**src/rtl/mdu_pkg.sv**
```systemverilog
// Shared types for the multiply/divide unit: FSM states, operation encoding
// and the iteration count helper.
package mdu_pkg;

  typedef enum logic [1:0] {IDLE, BUSY, FIN} mdu_state_e;

  typedef enum logic {MUL, DIV} mdu_op_e;

  // One result bit per iteration, so the loop runs once per operand bit.
  function automatic int iter_count(input int width);
    return width;
  endfunction

endpackage

```
**src/rtl/mdu_div_step.sv**
```systemverilog
// One restoring-division iteration: shifted partial remainder vs divisor gives
// the next remainder and one quotient bit.
module mdu_div_step #(
  parameter int W = 32
) (
  input  logic [W:0]   part_rem,
  input  logic [W-1:0] divisor,
  output logic [W-1:0] next_rem,
  output logic         q_bit
);

  // The remainder entering a step is below the divisor, so the difference fits in W bits.
  assign q_bit    = (part_rem >= {1'b0, divisor});
  assign next_rem = q_bit ? W'(part_rem - {1'b0, divisor}) : part_rem[W-1:0];

endmodule

```
**src/rtl/mult_div_unit.sv**
```systemverilog
// Iterative shift-add multiplier and restoring divider, one bit per clock.
// The divider is built only when MULT_DIV_UNIT_DIV_EN is defined; otherwise div_start reports BF_OUT.
module mult_div_unit
  import mdu_pkg::*;
#(
  parameter int OPERAND_WIDTH = 32
) (
  input  logic                     CLK,
  input  logic                     RST,
  input  logic [OPERAND_WIDTH-1:0] Operand1,
  input  logic [OPERAND_WIDTH-1:0] Operand2,
  input  logic                     Signed_Op,
  input  logic                     mult_start,
  input  logic                     div_start,
  output logic [OPERAND_WIDTH-1:0] ALU_OUT,
  output logic [OPERAND_WIDTH-1:0] ALU_OUT2,
  output logic                     mult_div_done,
  output logic                     Busy,
  output logic                     OF_OUT,
  output logic                     DZ_OUT,
  output logic                     BF_OUT
);

  localparam int W     = OPERAND_WIDTH;
  localparam int ITERS = iter_count(OPERAND_WIDTH);
  localparam int CW    = $clog2(ITERS + 1);

  mdu_state_e    state;
  mdu_op_e       op;
  logic [W-1:0]  acc_hi, acc_lo, mag_b;
  logic [CW-1:0] cnt;
  logic          neg_lo, neg_hi, bypass, fin_wait;
  logic          of_p, dz_p, bf_p;

  logic [W-1:0]  a_mag, b_mag;
  logic [W:0]    mul_sum;
  logic          sign_diff;

  assign a_mag     = (Signed_Op && Operand1[W-1]) ? -Operand1 : Operand1;
  assign b_mag     = (Signed_Op && Operand2[W-1]) ? -Operand2 : Operand2;
  assign sign_diff = Signed_Op && (Operand1[W-1] ^ Operand2[W-1]);

  // Multiply: acc_lo holds the remaining multiplier bits, acc_hi the running high word.
  assign mul_sum = {1'b0, acc_hi} + (acc_lo[0] ? {1'b0, mag_b} : '0);

`ifdef MULT_DIV_UNIT_DIV_EN
  logic [W-1:0] div_rem;
  logic         div_qbit;

  // Divide: acc_hi is the partial remainder, acc_lo shifts dividend bits out and quotient bits in.
  mdu_div_step #(.W(W)) u_div_step (
    .part_rem ({acc_hi, acc_lo[W-1]}),
    .divisor  (mag_b),
    .next_rem (div_rem),
    .q_bit    (div_qbit)
  );
`endif

  always_ff @(posedge CLK or posedge RST) begin
    if (RST) begin
      state         <= IDLE;
      op            <= MUL;
      acc_hi        <= '0;
      acc_lo        <= '0;
      mag_b         <= '0;
      cnt           <= '0;
      neg_lo        <= 1'b0;
      neg_hi        <= 1'b0;
      bypass        <= 1'b0;
      fin_wait      <= 1'b0;
      of_p          <= 1'b0;
      dz_p          <= 1'b0;
      bf_p          <= 1'b0;
      ALU_OUT       <= '0;
      ALU_OUT2      <= '0;
      mult_div_done <= 1'b0;
      Busy          <= 1'b0;
      OF_OUT        <= 1'b0;
      DZ_OUT        <= 1'b0;
      BF_OUT        <= 1'b0;
    end else begin
      mult_div_done <= 1'b0;
      case (state)
        IDLE: begin
          if (mult_start) begin
            op       <= MUL;
            acc_hi   <= '0;
            acc_lo   <= b_mag;
            mag_b    <= a_mag;
            neg_lo   <= sign_diff;
            bypass   <= 1'b0;
            fin_wait <= 1'b0;
            of_p     <= 1'b0;
            dz_p     <= 1'b0;
            bf_p     <= 1'b0;
            cnt      <= '0;
            Busy     <= 1'b1;
            state    <= BUSY;
          end else if (div_start) begin
            of_p <= 1'b0;
            dz_p <= 1'b0;
            bf_p <= 1'b0;
            cnt  <= '0;
            Busy <= 1'b1;
`ifdef MULT_DIV_UNIT_DIV_EN
            op <= DIV;
            if (Operand2 == '0) begin
              // Divide by zero: results are preloaded and the FIN state waits one extra cycle.
              acc_lo   <= '1;
              acc_hi   <= Operand1;
              bypass   <= 1'b1;
              fin_wait <= 1'b1;
              dz_p     <= 1'b1;
              state    <= FIN;
            end else begin
              acc_hi   <= '0;
              acc_lo   <= a_mag;
              mag_b    <= b_mag;
              neg_lo   <= sign_diff;
              neg_hi   <= Signed_Op && Operand1[W-1];
              bypass   <= 1'b0;
              fin_wait <= 1'b0;
              of_p     <= Signed_Op && (Operand1 == {1'b1, {(W-1){1'b0}}}) && (Operand2 == '1);
              state    <= BUSY;
            end
`else
            op       <= MUL;
            acc_hi   <= '0;
            acc_lo   <= '0;
            bypass   <= 1'b1;
            fin_wait <= 1'b1;
            bf_p     <= 1'b1;
            state    <= FIN;
`endif
          end
        end
        BUSY: begin
          if (op == MUL) begin
            {acc_hi, acc_lo} <= {mul_sum, acc_lo[W-1:1]};
          end
`ifdef MULT_DIV_UNIT_DIV_EN
          else begin
            acc_hi <= div_rem;
            acc_lo <= {acc_lo[W-2:0], div_qbit};
          end
`endif
          cnt <= cnt + 1'b1;
          if (cnt == CW'(ITERS - 1)) state <= FIN;
        end
        FIN: begin
          if (fin_wait) begin
            fin_wait <= 1'b0;
          end else begin
            state         <= IDLE;
            Busy          <= 1'b0;
            mult_div_done <= 1'b1;
            OF_OUT        <= of_p;
            DZ_OUT        <= dz_p;
            BF_OUT        <= bf_p;
            if (bypass) begin
              ALU_OUT  <= acc_lo;
              ALU_OUT2 <= acc_hi;
            end else if (op == MUL) begin
              {ALU_OUT2, ALU_OUT} <= neg_lo ? -{acc_hi, acc_lo} : {acc_hi, acc_lo};
            end else begin
              ALU_OUT  <= neg_lo ? -acc_lo : acc_lo;
              ALU_OUT2 <= neg_hi ? -acc_hi : acc_hi;
            end
          end
        end
        default: begin
          state <= IDLE;
          Busy  <= 1'b0;
        end
      endcase
    end
  end

endmodule

```
**config.mk**
```make
export PLATFORM = sky130hd
export DESIGN_NAME = mult_div_unit
export DESIGN_NICKNAME = d
export VERILOG_FILES = /design/src/rtl/mdu_pkg.sv /design/src/rtl/mdu_div_step.sv /design/src/rtl/mult_div_unit.sv
export SDC_FILE = /design/constraint.sdc
export NUM_CORES = 1
export LEC_CHECK = 0
export ABC_CLOCK_PERIOD_IN_PS = 7800
export BUFFER_PORTS_ARGS = -buffer_cell sky130_fd_sc_hd__clkbuf_2
export CAP_MARGIN = 25
export CORE_UTILIZATION = 47
export CTS_CLUSTER_DIAMETER = 60
export DETAILED_ROUTE_END_ITERATION = 16
export GPL_TIMING_DRIVEN = 0
export PLACE_DENSITY = 0.67
export RECOVER_POWER = 100
export SETUP_SLACK_MARGIN = 0.5
export SLEW_MARGIN = 20
export SYNTH_ARGS = -nofsm -noshare
export SYNTH_HDL_FRONTEND = slang
export SYNTH_HIERARCHICAL = 1
export SYNTH_SLANG_ARGS = --single-unit
```
**constraint.sdc**
```tcl
create_clock -name CLK -period 7.8 [get_ports CLK]
set_clock_uncertainty 0.2 [all_clocks]
set_input_delay 0.78 -clock CLK [delete_from_list [all_inputs] [get_ports CLK]]
set_output_delay 0.78 -clock CLK [all_outputs]
set_load 0.05 [all_outputs]
```
---- After elaboration in Yosys (flattened, before gate mapping) ----
Cells that the tools add are included.
word-level totals
  register bits ........................... 176
  input bits .............................. 69
  output and inout bits ................... 69
  logic and storage cells ................. 82
operators by class
  $add $sub $neg .......................... 7
  bitwise logic cells ..................... 3
  multiplexer cells ....................... 35
  equality and inequality tests ........... 7
  reductions and logical operators ........ 15
operator list
  kind                 number
  $mux 32              14
  $neg 32->32          4
  $pmux 32 s2          2
  $mux 64              1
  $neg 64->64          1
  $add 32x32->33       1
  $mux 6               2
  $pmux 6 s2           1
  $reduce_and 2->1     5
  $reduce_and 3->1     3
  $mux 1               8
  $mux 2               4
  $add 6x1->6 const B  1
  $eq 6x5->1 const B   1
  $ne 2x2->1 const B   3
  $pmux 2 s3           1
  $reduce_bool 2->1    3
  $logic_and 1x1->1    3
  $ne 3x3->1 const B   1
  $pmux 1 s3           1
  $eq 2x1->1 const B   1
  $eq 2x2->1 const B   1
  $logic_not 2->1      1
  $not 1->1            2
  2 further kinds      2

---- Logic depth before layout (Yosys ltp) ----
Gate-level depths: netlist of the first run.
  word-level depth ........................ 4
  gate-level depth with buffers ........... 14
  gate-level depth less buffers ........... 12

---- Worst setup path before layout of the first run ----
Ideal clock, no wire load.
  kind .................................... flip-flop to flip-flop
  from .................................... reg acc_lo[0]
  to ...................................... reg acc_hi[28]
  stages on the path, launching flop included .. 13
  arrival ................................. 2995 ps
  setup slack ............................. 4469 ps
  library setup time ...................... 136 ps
  data required time ...................... 7464 ps
  cells stage by stage .................... dfrtp_1 buf_6 clkbuf_1 and2_1 ha_1 a21oi_1 nand2_1 or2_2 a211oi_1 o21ai_0 a31oi_1 nor4_1 or3b_2
between the ends
  longest elaborated chain between the ends .. 4
RTL lines
  item                    RTL line              RTL
  from (decl)             mult_div_unit.sv:30   logic [W-1:0] acc_hi, acc_lo, mag_b;
  from (signal assigned)  mult_div_unit.sv:88   acc_lo <= b_mag;
  from (signal assigned)  mult_div_unit.sv:139  {acc_hi, acc_lo} <= {mul_sum, acc_lo[W-1:1]};
  $mux 32                 mult_div_unit.sv:44   assign mul_sum = {1'b0, acc_hi} + (acc_lo[0] ? {1'b0, mag_b} : '0);
  $add 32x32->33          mult_div_unit.sv:44
  $mux 32                 mult_div_unit.sv:138  if (op == MUL) begin
  $pmux 32 s2             mult_div_unit.sv:83   case (state)
  to (signal assigned)    mult_div_unit.sv:139
  to (decl)               mult_div_unit.sv:30
No other way between the ends. The select of a mux whose other input is x is not followed.
A chain may end at the register's enable or synchronous reset.

==> results.md, run 1 <==
- Number of optimization iterations in the first detailed-route pass: 5
- # Max-Cap Violations: 2
- Maximum operating frequency: 0.2051 GHz
- # resized after CTS: 0
- Number of input and output port buffers inserted: 135
- Post-synth EDFFs: 0
- Antenna violations before repair: 0
- Die Height: 156.4 um
- All-layer global routing usage: 0.2651
- Global-route wire length before repair: 50350 um
- Required time at the endpoint of the critical path: 7.61 ns
- Kind of launch point of the worst setup path: input pin
- Register-to-register setup slack: 3.42 ns
- Number of top-level pins: 138
- Worst Hold Launch: mag_b[9]
- Detailed-route wire length: 31500 um
- CP Max Fanout: 105
- Detailed-route wire length per cell: 17.26 um
- Sinks on Clock Net: 174
- Number of cells on the worst reg-to-reg path: 11
- Type of the worst setup path: input pin to async pin
- Clock slew at the register clock pins of the worst setup and hold paths: 0.07 ns
- Drt first-iter violations: 723
- Die outline area: 24480 um2
- Slack of the critical path: 2.925 ns
- Violations in the final reports: capacitance limit, slew limit
- Antenna-violating nets left: 0
- Area post-placement: 12320 um2
- CTS max path bufs: 2
- Worst slew slack as a fraction of its limit: -1.008
- Sort of element at the end of the critical path: async pin
- Most common flop cell mapped by yosys: dfrtp_1
- Minimum period implied by the final worst setup slack: 4.875 ns
- Final Net Count: 1599
- Vias in the first global route: 9557
- Tightest Pin Transition: 2.995 ns
- Flip-flop and latch count after synthesis: 174
- Combinational Power Share: 0.507
- Congestion Overflow GR: 0
- Number of standard-cell rows in the floorplan: 56
- Max rail drop VDD: 168.1 uV
- Unrepaired setup endpoints after global routing: false
- Final hold violation count: 0
- Internal power contribution: 2.445 mW
- Crit share post-route: 0.6250
- Portion of the post-synthesis area used by sequential elements: 0.3884
- Leak: 5.416 nW
- Syn Area/Cell: 8.385 um2
- Endpoint, Worst Hold: mag_b[9]
- Post-Route Setup TNS: 0 ns
- Number of cells traversed by the worst hold path: 2
- R2R Path End: ALU_OUT2[28]
- Setup violations, final: 0
- Number of hold-repair buffers added at the cts stage: 0
- Final Slew Violations: 177
- Count of inserted antenna diode cells: 0
- Commonest non-fill, non-tap cells in the layout: 189 x o21ai_0, 188 x nand2_1, 174 x dfrtp_1
- Maximum number of pins on one net before global-route repair: 106
- Number of fill cells: 2338
- Starting Density: 0.4790
- Number of warnings reported in the yosys synthesis log: 8
- Clock latency of the later-clocked register in the worst-skew pair: 0.45 ns
- DR DRC count: 0
- Setup Buffers After CTS: 0
- Number of distinct standard cells referenced by the synthesized netlist: 69
- Final RePlAce weighted congestion: 0.9347
- Layout Area Growth over Synthesis: 13.18%
- Mapped Cells: 1337
- Fraction of power spent switching nets: 0.5118
- Final Instance Area: 12690 um2
- Place WS: 3.802 ns
- Net load switching power: 2.564 mW
- Share of synthesized flip-flops with an asynchronous set or reset: 1.000
- Leading cell type in the layout, fill and taps excluded: o21ai_0
- TritonCTS clock tree: built
- CTS H-Tree Depth: 4
- Vias after detailed routing: 10260
- Part of the power in registers: 0.324
- Horizontal die dimension: 156.4 um
- Power share of the clock group: 0.169
- Outcome: complete, but fails checks
- Cell at the root of the clock tree: clkbuf_16
- Crit Reg-Reg Startpoint: acc_lo[0]
- Number of vias per cell after detailed routing: 5.623
- Sum of internal, switching and leakage power: 5.009 mW
- Post-detailed-placement half-perimeter wirelength: 24590 um
- Mapped Area: 11210 um2
- Pwr dens: 394.8 nW/um2
- Floorplan core area: 23400 um2
- Type of the worst min-delay path: register to register
- Hold slack final: 0.2735 ns
- Layout cell share with drive strength beyond 1: 0.07238
- Number of buffers inserted during clock tree synthesis: 17
- Data arrival time of the critical path: 4.68 ns
==> cells in the mapped netlist (all sizes together), types with 6 or more instances <==
cell type	count	area (um2)
xor2	78	683.2
inv	30	112.6
a21oi	81	405.4
a31oi	15	93.84
nor4	21	152.6
nor2	88	330.3
nand4	8	50.05
buf	6	46.28
a222oi	7	70.07
nand3	19	95.09
o31ai	19	142.6
nor3	32	160.2
and2	39	244.0
a21o	9	67.56
ha	36	450.4
or4	17	135.1
o41ai	11	122.6
nand2	188	713.2
a22oi	22	165.2
nand2b	12	75.07
or2	6	37.54
and3	9	61.31
dfrtp	174	4354
clkbuf	74	277.8
xnor2	64	560.5
or3	15	93.84
o21ai	191	955.9
==> layout make-up <==
class	instances	area, um2	share of cell area
Buffer	80	309.0	0.02436
Clock buffer	17	425.4	0.03353
Clock inverter	15	151.4	0.01193
Inverter	30	113.9	0.008973
Multi-Input combinational cell	1054	6345	0.5001
Sequential cell	174	4354	0.3432
Tap cell	319	399.1	0.03146
Timing Repair Buffer	136	590.6	0.04654
==> how the worst max path moves through the flow <==
stage | start | end | slack [ns]
final | RST | acc_hi[15] | 2.93
after global routing | RST | acc_lo[22] | 1.94
after CTS | acc_lo[0] | acc_hi[28] | 3.77
after detailed placement | acc_lo[0] | acc_hi[28] | 3.80
after global placement | RST | acc_lo[14] | 0.18
after floorplan | RST | ALU_OUT2[0] | 2.10
==> power by group through the flow <==
stage / logic, mW / registers (mW) / clock network [mW]
4_1_cts: 2.60 / 1.61 / 0.853
3_5_place_dp: 2.59 / 1.63 / 0
5_1_grt: 2.81 / 1.66 / 0.892
2_1_floorplan: 1.48 / 1.98 / 0
6_report: 2.54 / 1.62 / 0.847
3_3_place_gp: 2.56 / 1.62 / 0
==> state kept, by name, indices dropped and copies added (netlist names), 2 cells and up <==
| register | flops |
|---|---|
| ALU_OUT | 32 |
| ALU_OUT2 | 32 |
| acc_hi | 32 |
| acc_lo | 32 |
| cnt | 6 |
| mag_b | 32 |
| state | 2 |
==> logic make-up (layout without fill, tap and decap cells) <==
logic type / after synthesis / after routing / share of synthesized area
adder cells (fa/ha/maj): 37 / 37 / 0.04196
other: 1 / 2 / 0.0003345
multiplexers: 5 / 5 / 0.004464
AO/OA/AOI/OAI: 397 / 397 / 0.2105
XOR/XNOR: 142 / 142 / 0.1109
flip-flops: 174 / 174 / 0.3884
buffers and inverters: 110 / 278 / 0.03895
AND/OR/NAND/NOR: 471 / 471 / 0.2045
==> worst max-delay path: stages <==
cell	delay [ns]
clkbuf_1	0.08
clkinvlp_2	1.66
clkbuf_2	2.02
==> per-layer routing <==
layer  share of wire  track usage  up-vias  routed length, um
met2            0.44       0.4133      360              13740
met5               0            0        -                  0
met4           0.015      0.06956        0                464
met3           0.060      0.03212       36               1902
li1                -            -     5057                  -
met1            0.49       0.3879     4809              15400
==> metrics by stage <==
stage               cells  utilization
floorplan            1338            -
global placement     1792       0.5251
detailed placement   1793       0.5266
CTS                  1825       0.5513
global route         1825       0.5422
finish               1825       0.5422
Power figures use the tool's default switching activity.
==> run 2: changes to the inputs <==
- ABC_CLOCK_PERIOD_IN_PS: 7800 -> 4950
- clock period: 7.8 -> 4.95 ns (I/O delays scaled with it)
==> run 2 against run 1 <==
  * The flow still finishes with violations (capacitance limit, slew limit)
  * Via count is 0.38% higher
  * Die area is the same
  * Total power increased by 58%
  * Sequential power rose by 57%
  * Routed wire length hardly changed
  * Clock-buffer cell count increased by 1
  * Worst hold slack worse by 0.14 ns
  * Combinational power rose by 58%
  * Utilization increased by 0.26 points
  * First-iteration DRC count decreased by 0.69%
==> results.md, run 2 (same netlist as run 1, synthesis figures left out) <==
- Global-route wire length before repair: 50510 um
- Number of cells traversed by the worst hold path: 3
- CTS H-Tree Depth: 4
- # Max-Cap Violations: 1
- Data arrival time of the critical path: 4.28 ns
- Worst slew slack as a fraction of its limit: -0.09067
- Starting Density: 0.4790
- Crit share post-route: 0.8439
- Required time at the endpoint of the critical path: 5.05 ns
- Post-Route Setup TNS: 0 ns
- Crit path launch: acc_lo[0]
- DR DRC count: 0
- Post-detailed-placement half-perimeter wirelength: 25190 um
- Register-to-register setup slack: 0.77 ns
- Unrepaired setup endpoints after global routing: false
- CP Max Fanout: 9
- Commonest non-fill, non-tap cells in the layout: 189 x o21ai_0, 188 x nand2_1, 174 x dfrtp_1
- Layout Area Growth over Synthesis: 13.73%
- Vias in the first global route: 9661
- Congestion Overflow GR: 0
- Pwr dens: 618.9 nW/um2
- Combinational Power Share: 0.508
- Power share of the clock group: 0.169
- Area used by multi-input combinational logic: 6345 um2
- Kind of launch point of the worst setup path: register
- Setup Buffers After CTS: 0
- Final RePlAce weighted congestion: 0.9309
- Layout cell share with drive strength beyond 1: 0.07474
- Number of vias per cell after detailed routing: 5.626
- Internal power contribution: 3.903 mW
- Register area: 4354 um2
- Horizontal die dimension: 156.4 um
- Leak: 5.451 nW
- Type of the worst setup path: register to register
- Setup violations, final: 0
- Number of top-level pins: 138
- R2R Path End: ALU_OUT2[28]
- Clock slew at the register clock pins of the worst setup and hold paths: 0.07 ns
- Count of inserted antenna diode cells: 0
- Antenna violations before repair: 0
- Outcome: complete, but fails checks
- Number of fill cells: 2319
- CTS max path bufs: 2
- Die outline area: 24480 um2
- TritonCTS clock tree: built
- Minimum period implied by the final worst setup slack: 4.177 ns
- Endpoint, Worst Hold: mag_b[1]
- Detailed-route wire length per cell: 17.19 um
- All-layer global routing usage: 0.2664
- Clock latency of the later-clocked register in the worst-skew pair: 0.44 ns
- Maximum number of pins on one net before global-route repair: 32
- Floorplan core area: 23400 um2
- Drt first-iter violations: 718
- Area post-placement: 12430 um2
- Final Instance Area: 12750 um2
- Number of buffers inserted during clock tree synthesis: 17
- Leading cell type in the layout, fill and taps excluded: o21ai_0
- Crit Reg-Reg Startpoint: acc_lo[0]
- Antenna-violating nets left: 0
- Final core utilization: 0.5448
- Sinks on Clock Net: 174
- Cell at the root of the clock tree: clkbuf_16
- Final Net Count: 1605
- Number of standard-cell rows in the floorplan: 56
- Worst Hold Launch: Operand1[1]
- Vias after detailed routing: 10300
- Sort of element at the end of the critical path: register
- Type of the worst min-delay path: input pin to register
- Maximum operating frequency: 0.2394 GHz
- Number of cells on the worst reg-to-reg path: 11
- Tightest Pin Transition: 1.636 ns
- Final hold violation count: 0
- Fraction of power spent switching nets: 0.5054
- Number of input and output port buffers inserted: 135
- Die Height: 156.4 um
- Number of optimization iterations in the first detailed-route pass: 8
- Net load switching power: 3.988 mW
- Max rail drop VDD: 290.8 uV
- Violations in the final reports: capacitance limit, slew limit
- Detailed-route wire length: 31470 um
- Final Slew Violations: 31
- Part of the power in registers: 0.323
[run 2: cell types whose count changed in the layout (fill, tap and decap cells not counted), moves of 2 or more]
cell	change
and2_0	+2
inv_8	-2
clkbuf_2	+3
and2_1	-2
[run 2: final cells by class]
cell class / instances / area share
clock inverter: 14 / 0.01197
buffer: 80 / 0.02483
clock buffer: 18 / 0.03366
sequential: 174 / 0.3415
inverter: 30 / 0.008930
multi-input combinational: 1054 / 0.4976
timing repair buffer: 142 / 0.05015
tap: 319 / 0.03131
[run 2: worst max-delay path by stage]
stage,slack [ns],cells after the start,endpoint
3_5_place_dp,0.91,13,acc_hi[31]
6_report,0.77,11,ALU_OUT2[28]
3_3_place_gp,0.94,2,acc_lo[15]
2_1_floorplan,1.62,12,acc_hi[28]
4_1_cts,0.85,12,acc_hi[28]
5_1_grt,0.37,6,acc_lo[11]
[run 2: worst max-delay path: stages (launching register included)]
cell and delay (ns):
dfrtp_1 0.38, buf_6 0.15, inv_1 0.09, ha_1 0.17
nor3b_1 0.38, nor3b_1 0.48, nor4b_1 1.00, a21o_1 0.29
o21ai_0 0.30, nor3_1 0.32, xor2_1 0.19, o21ai_0 0.09
[run 2: per-layer routing]
layer	vias to the layer above	global-route usage	part of all wire
met3	43	0.03323	0.061
met1	4854	0.3872	0.49
met4	0	0.08637	0.019
met5	-	0	0
li1	5059	-	-
met2	345	0.4099	0.43
[run 2: power groups by stage]
stage / Clock [mW] / Sequential [mW] / Combinational [mW]
after floorplan: 0 / 3.13 / 2.33
after global placement: 0 / 2.55 / 4.03
after detailed placement: 0 / 2.57 / 4.09
after CTS: 1.35 / 2.54 / 4.10
after global routing: 1.40 / 2.62 / 4.44
final: 1.33 / 2.55 / 4.01
[run 2: repair_timing]
action / 4_1_cts / 5_1_grt
hold endpoints to repair: 24 / 0
gates resized for setup: 0 / 0
hold buffers: 1 / 0
setup endpoints to repair: 0 / 0
[run 2: metrics by stage]
step | cells | setup WS [ns] | power, mW | hold WS, ns
after floorplan | 1338 | 1.619 | 5.460 | 0.2383
after global placement | 1792 | 0.9371 | 6.576 | 0.2540
after detailed placement | 1798 | 0.9077 | 6.660 | 0.2619
after CTS | 1831 | 0.8533 | 7.993 | 0.1257
after global routing | 1831 | 0.3713 | 8.461 | 0.1577
final | 1831 | 0.7727 | 7.891 | 0.1311
==> run 3: changes to the inputs <==
- ABC_AREA: not set -> 1
- ABC_CLOCK_PERIOD_IN_PS: 4950 -> 3900
- PLACE_DENSITY: 0.67 -> 0.66
- clock period: 4.95 -> 3.9 ns (I/O delays scaled with it)
==> run 3 against run 2 <==
  * The run still ends with capacitance limit, slew limit left
  * Clock power rose by 37%
  * Critical endpoint is now acc_hi[23]
  * Total power rose by 44%
  * Fmax rose by 29%
  * Highest routed layer unchanged
  * Via count rose by 31%
  * Sequential power rose by 25%
  * Combinational power rose by 58%
  * Die area rose by 15%
  * Sequential share of layout area fell by 4.3 points
  * Non-clock buffer count fell by 22
  * Utilization fell by 0.28 points
  * Critical path type unchanged
  * Setup slack got worse by 0.11 ns
==> results.md, run 3 <==
- Horizontal die dimension: 167.7 um
- Type of the worst setup path: register to register
- Worst stage delay on the critical path: 0.42 ns
- Share of synthesized flip-flops with an asynchronous set or reset: 1.000
- Mapped Area: 12900 um2
- Area used by multi-input combinational logic: 7218 um2
- Number of top-level pins: 138
- Number of cells on the worst reg-to-reg path: 17
- Most common flop cell mapped by yosys: dfrtp_1
- CP Max Fanout: 10
- Number of input and output port buffers inserted: 135
- Cell chain of the critical path: buf_2 -> clkbuf_1 -> nand2_1 -> inv_1 -> ha_1 -> inv_1 -> fa_1 -> inv_1 -> nand2_1 -> o21ai_2 -> inv_1 -> o21ai_1 -> nand2_1 -> nand3_1 -> nand2_1 -> nand3_1 -> nand2_1
- Antenna-violating nets left: 0
- Number of optimization iterations in the first detailed-route pass: 5
- Mapped Cells: 2021
- Layout cell share with drive strength beyond 1: 0.07332
- TritonCTS clock tree: built
- Register-to-register setup slack: 0.66 ns
- Final hold violation count: 0
- Synth cell count leaders: 663 x nand2_1, 271 x inv_1, 219 x nand3_1, 202 x nor2_1, 174 x dfrtp_1
- Number of fill cells: 2876
- Layout Area Growth over Synthesis: 13.24%
- Combinational family with the most area after synthesis: simple AND/OR/NAND/NOR gates
- Adder-cell share of the synthesized area: 0.03647
- Number of warnings reported in the yosys synthesis log: 8
- Max rail drop VDD: 307.7 uV
- Detailed-route wire length: 43920 um
- Crit Reg-Reg Startpoint: acc_lo[0]
- Starting Density: 0.4786
- Syn Area/Cell: 6.383 um2
- Setup violations, final: 0
- Hold slack final: 0.0004760 ns
- Setup Buffers After CTS: 0
- Maximum operating frequency: 0.3086 GHz
- Pwr dens: 775.7 nW/um2
- Number of distinct standard cells referenced by the synthesized netlist: 45
- Outcome: complete, but fails checks
- Cell at the root of the clock tree: clkbuf_16
- Endpoint, Worst Hold: mag_b[29]
- All-layer global routing usage: 0.3208
- Main area contributors after synthesis: dfrtp_1 34%, nand2_1 19%, nand3_1 8.5%
- Cell with the most instances on the worst path: nand2_1
- Violations in the final reports: capacitance limit, slew limit
- Number of buffers inserted during clock tree synthesis: 17
- Drt first-iter violations: 1063
- Library cell with the highest instance count after synthesis: nand2_1
- Detailed-route wire length per cell: 17.31 um
- Sort of element at the end of the critical path: register
- Die outline area: 28110 um2
- Worst slew slack as a fraction of its limit: -0.1777
- Count of inserted antenna diode cells: 0
- Vias in the first global route: 12720
- Maximum number of pins on one net before global-route repair: 34
- Share of Yosys cell area claimed by the top area cell type: 0.3375
- Data arrival time of the critical path: 3.38 ns
- Worst Hold Launch: Operand1[29]
- # Max-Cap Violations: 2
- CTS H-Tree Depth: 4
- Final RePlAce weighted congestion: 0.9485
- Number of cells in the finished layout apart from fillers: 2537
- Leak: 7.766 nW
- Commonest non-fill, non-tap cells in the layout: 663 x nand2_1, 272 x inv_1, 219 x nand3_1
- Fraction of the mapped netlist area in compound gates: 0.1106
- Kind of launch point of the worst setup path: register
- Final Slew Violations: 63
- Number of cells traversed by the worst hold path: 4
- Floorplan core area: 26950 um2
- Congestion Overflow GR: 0
- Die Height: 167.7 um
- Minimum period implied by the final worst setup slack: 3.240 ns
- DR DRC count: 0
- Post-detailed-placement half-perimeter wirelength: 36030 um
- Tightest Pin Transition: 1.767 ns
- Final Net Count: 2289
- Number of vias per cell after detailed routing: 5.306
- Global-route wire length before repair: 69500 um
- R2R Path End: acc_hi[23]
- Family with the most delay on the worst path: buffers and inverters
- Crit share post-route: 0.8308
- Placed Instances: 2504
- Cell accounting for the most synthesized area: dfrtp_1
- Slowest cell on the critical path: clkbuf_1
- Portion of the post-synthesis area used by sequential elements: 0.3375
- Leading cell type in the layout, fill and taps excluded: nand2_1
- Vias after detailed routing: 13460
- Antenna violations before repair: 0
- Post-synthesis xor/xnor area fraction: 0.02648
- Type of the worst min-delay path: input pin to register
- Unrepaired setup endpoints after global routing: false
- Share of synthesized area spent on multiplexers: 0
- Flip-flop and latch count after synthesis: 174
- Post-synth EDFFs: 0
- Register area: 4354 um2
- Number of standard-cell rows in the floorplan: 60
- Number of buffers and inverters on the critical path: 6
- Clock slew at the register clock pins of the worst setup and hold paths: 0.08 ns
- CTS max path bufs: 2
- Fraction of the mapped netlist area in simple logic gates: 0.3859
- Sinks on Clock Net: 174
- Clock latency of the later-clocked register in the worst-skew pair: 0.45 ns
- Required time at the endpoint of the critical path: 4.04 ns
[run 3: logic make-up (layout without fill, tap and decap cells)]
kind of cell	after synthesis	after routing
AO/OA/AOI/OAI	253	253
buffers and inverters	340	514
AND/OR/NAND/NOR	1177	1177
XOR/XNOR	39	39
adder cells (fa/ha/maj)	37	37
flip-flops	174	174
other	1	2
[run 3: per-layer routing]
metal / global-route usage / vias up / part of all wire
met3: 0.04869 / 60 / 0.070
met5: 0 / - / 0
met4: 0.08815 / 0 / 0.022
li1: - / 6811 / -
met2: 0.4960 / 492 / 0.43
met1: 0.4641 / 6098 / 0.48
[run 3: how the worst max path moves through the flow]
stage | startpoint | to | slack, ns | cells after the start
4_1_cts | acc_lo[0] | acc_hi[23] | 0.55 | 17
3_3_place_gp | RST | state[0] | -0.002 | 2
2_1_floorplan | RST | ALU_OUT2[0] | 1.09 | 1
3_5_place_dp | acc_lo[0] | acc_hi[23] | 0.56 | 17
5_1_grt | acc_lo[0] | acc_hi[23] | 0.31 | 17
6_report | acc_lo[0] | acc_hi[23] | 0.66 | 17
[run 3: report_power, final]
part / total, mW / switching [mW] / internal (mW) / leakage (nW)
logic: 6.33 / 4.63 / 1.70 / 5.23
clock network: 1.82 / 0.931 / 0.886 / 0.299
registers: 3.19 / 0.649 / 2.54 / 2.24
total: 11.3 / 6.21 / 5.13 / 7.77
[run 3: tightest hold or removal path: stages]
cell and delay, ns:
clkbuf_2 0.09, nand2_1 0.05, nand3_1 0.05, nand2_1 0.04
[run 3: stage by stage]
stage / utilization / total power [mW] / area (um2) / setup slack [ns] / TNS [ns]
2_1_floorplan: - / 7.607 / 12910 / 1.085 / 0
3_3_place_gp: 0.5198 / 9.458 / 14010 / -0.002415 / -0.02292
3_5_place_dp: 0.5246 / 9.564 / 14140 / 0.5567 / 0
4_1_cts: 0.5481 / 11.39 / 14770 / 0.5483 / 0
5_1_grt: 0.5420 / 12.19 / 14610 / 0.3075 / 0
6_report: 0.5420 / 11.33 / 14610 / 0.6600 / 0
[run 3: layout make-up]
class | count | area share
Buffer | 58 | 0.01756
Clock inverter | 15 | 0.01370
Tap cell | 341 | 0.02921
Clock buffer | 17 | 0.02912
Multi-Input combinational cell | 1508 | 0.4941
Timing Repair Buffer | 142 | 0.04565
Inverter | 282 | 0.07255
Sequential cell | 174 | 0.2981
[run 3: what timing repair did]
action,4_1_cts,5_1_grt
endpoints found under the setup margin,0,10
endpoints found under the hold margin,61,0
resized for setup,0,5
hold buffers,1,0
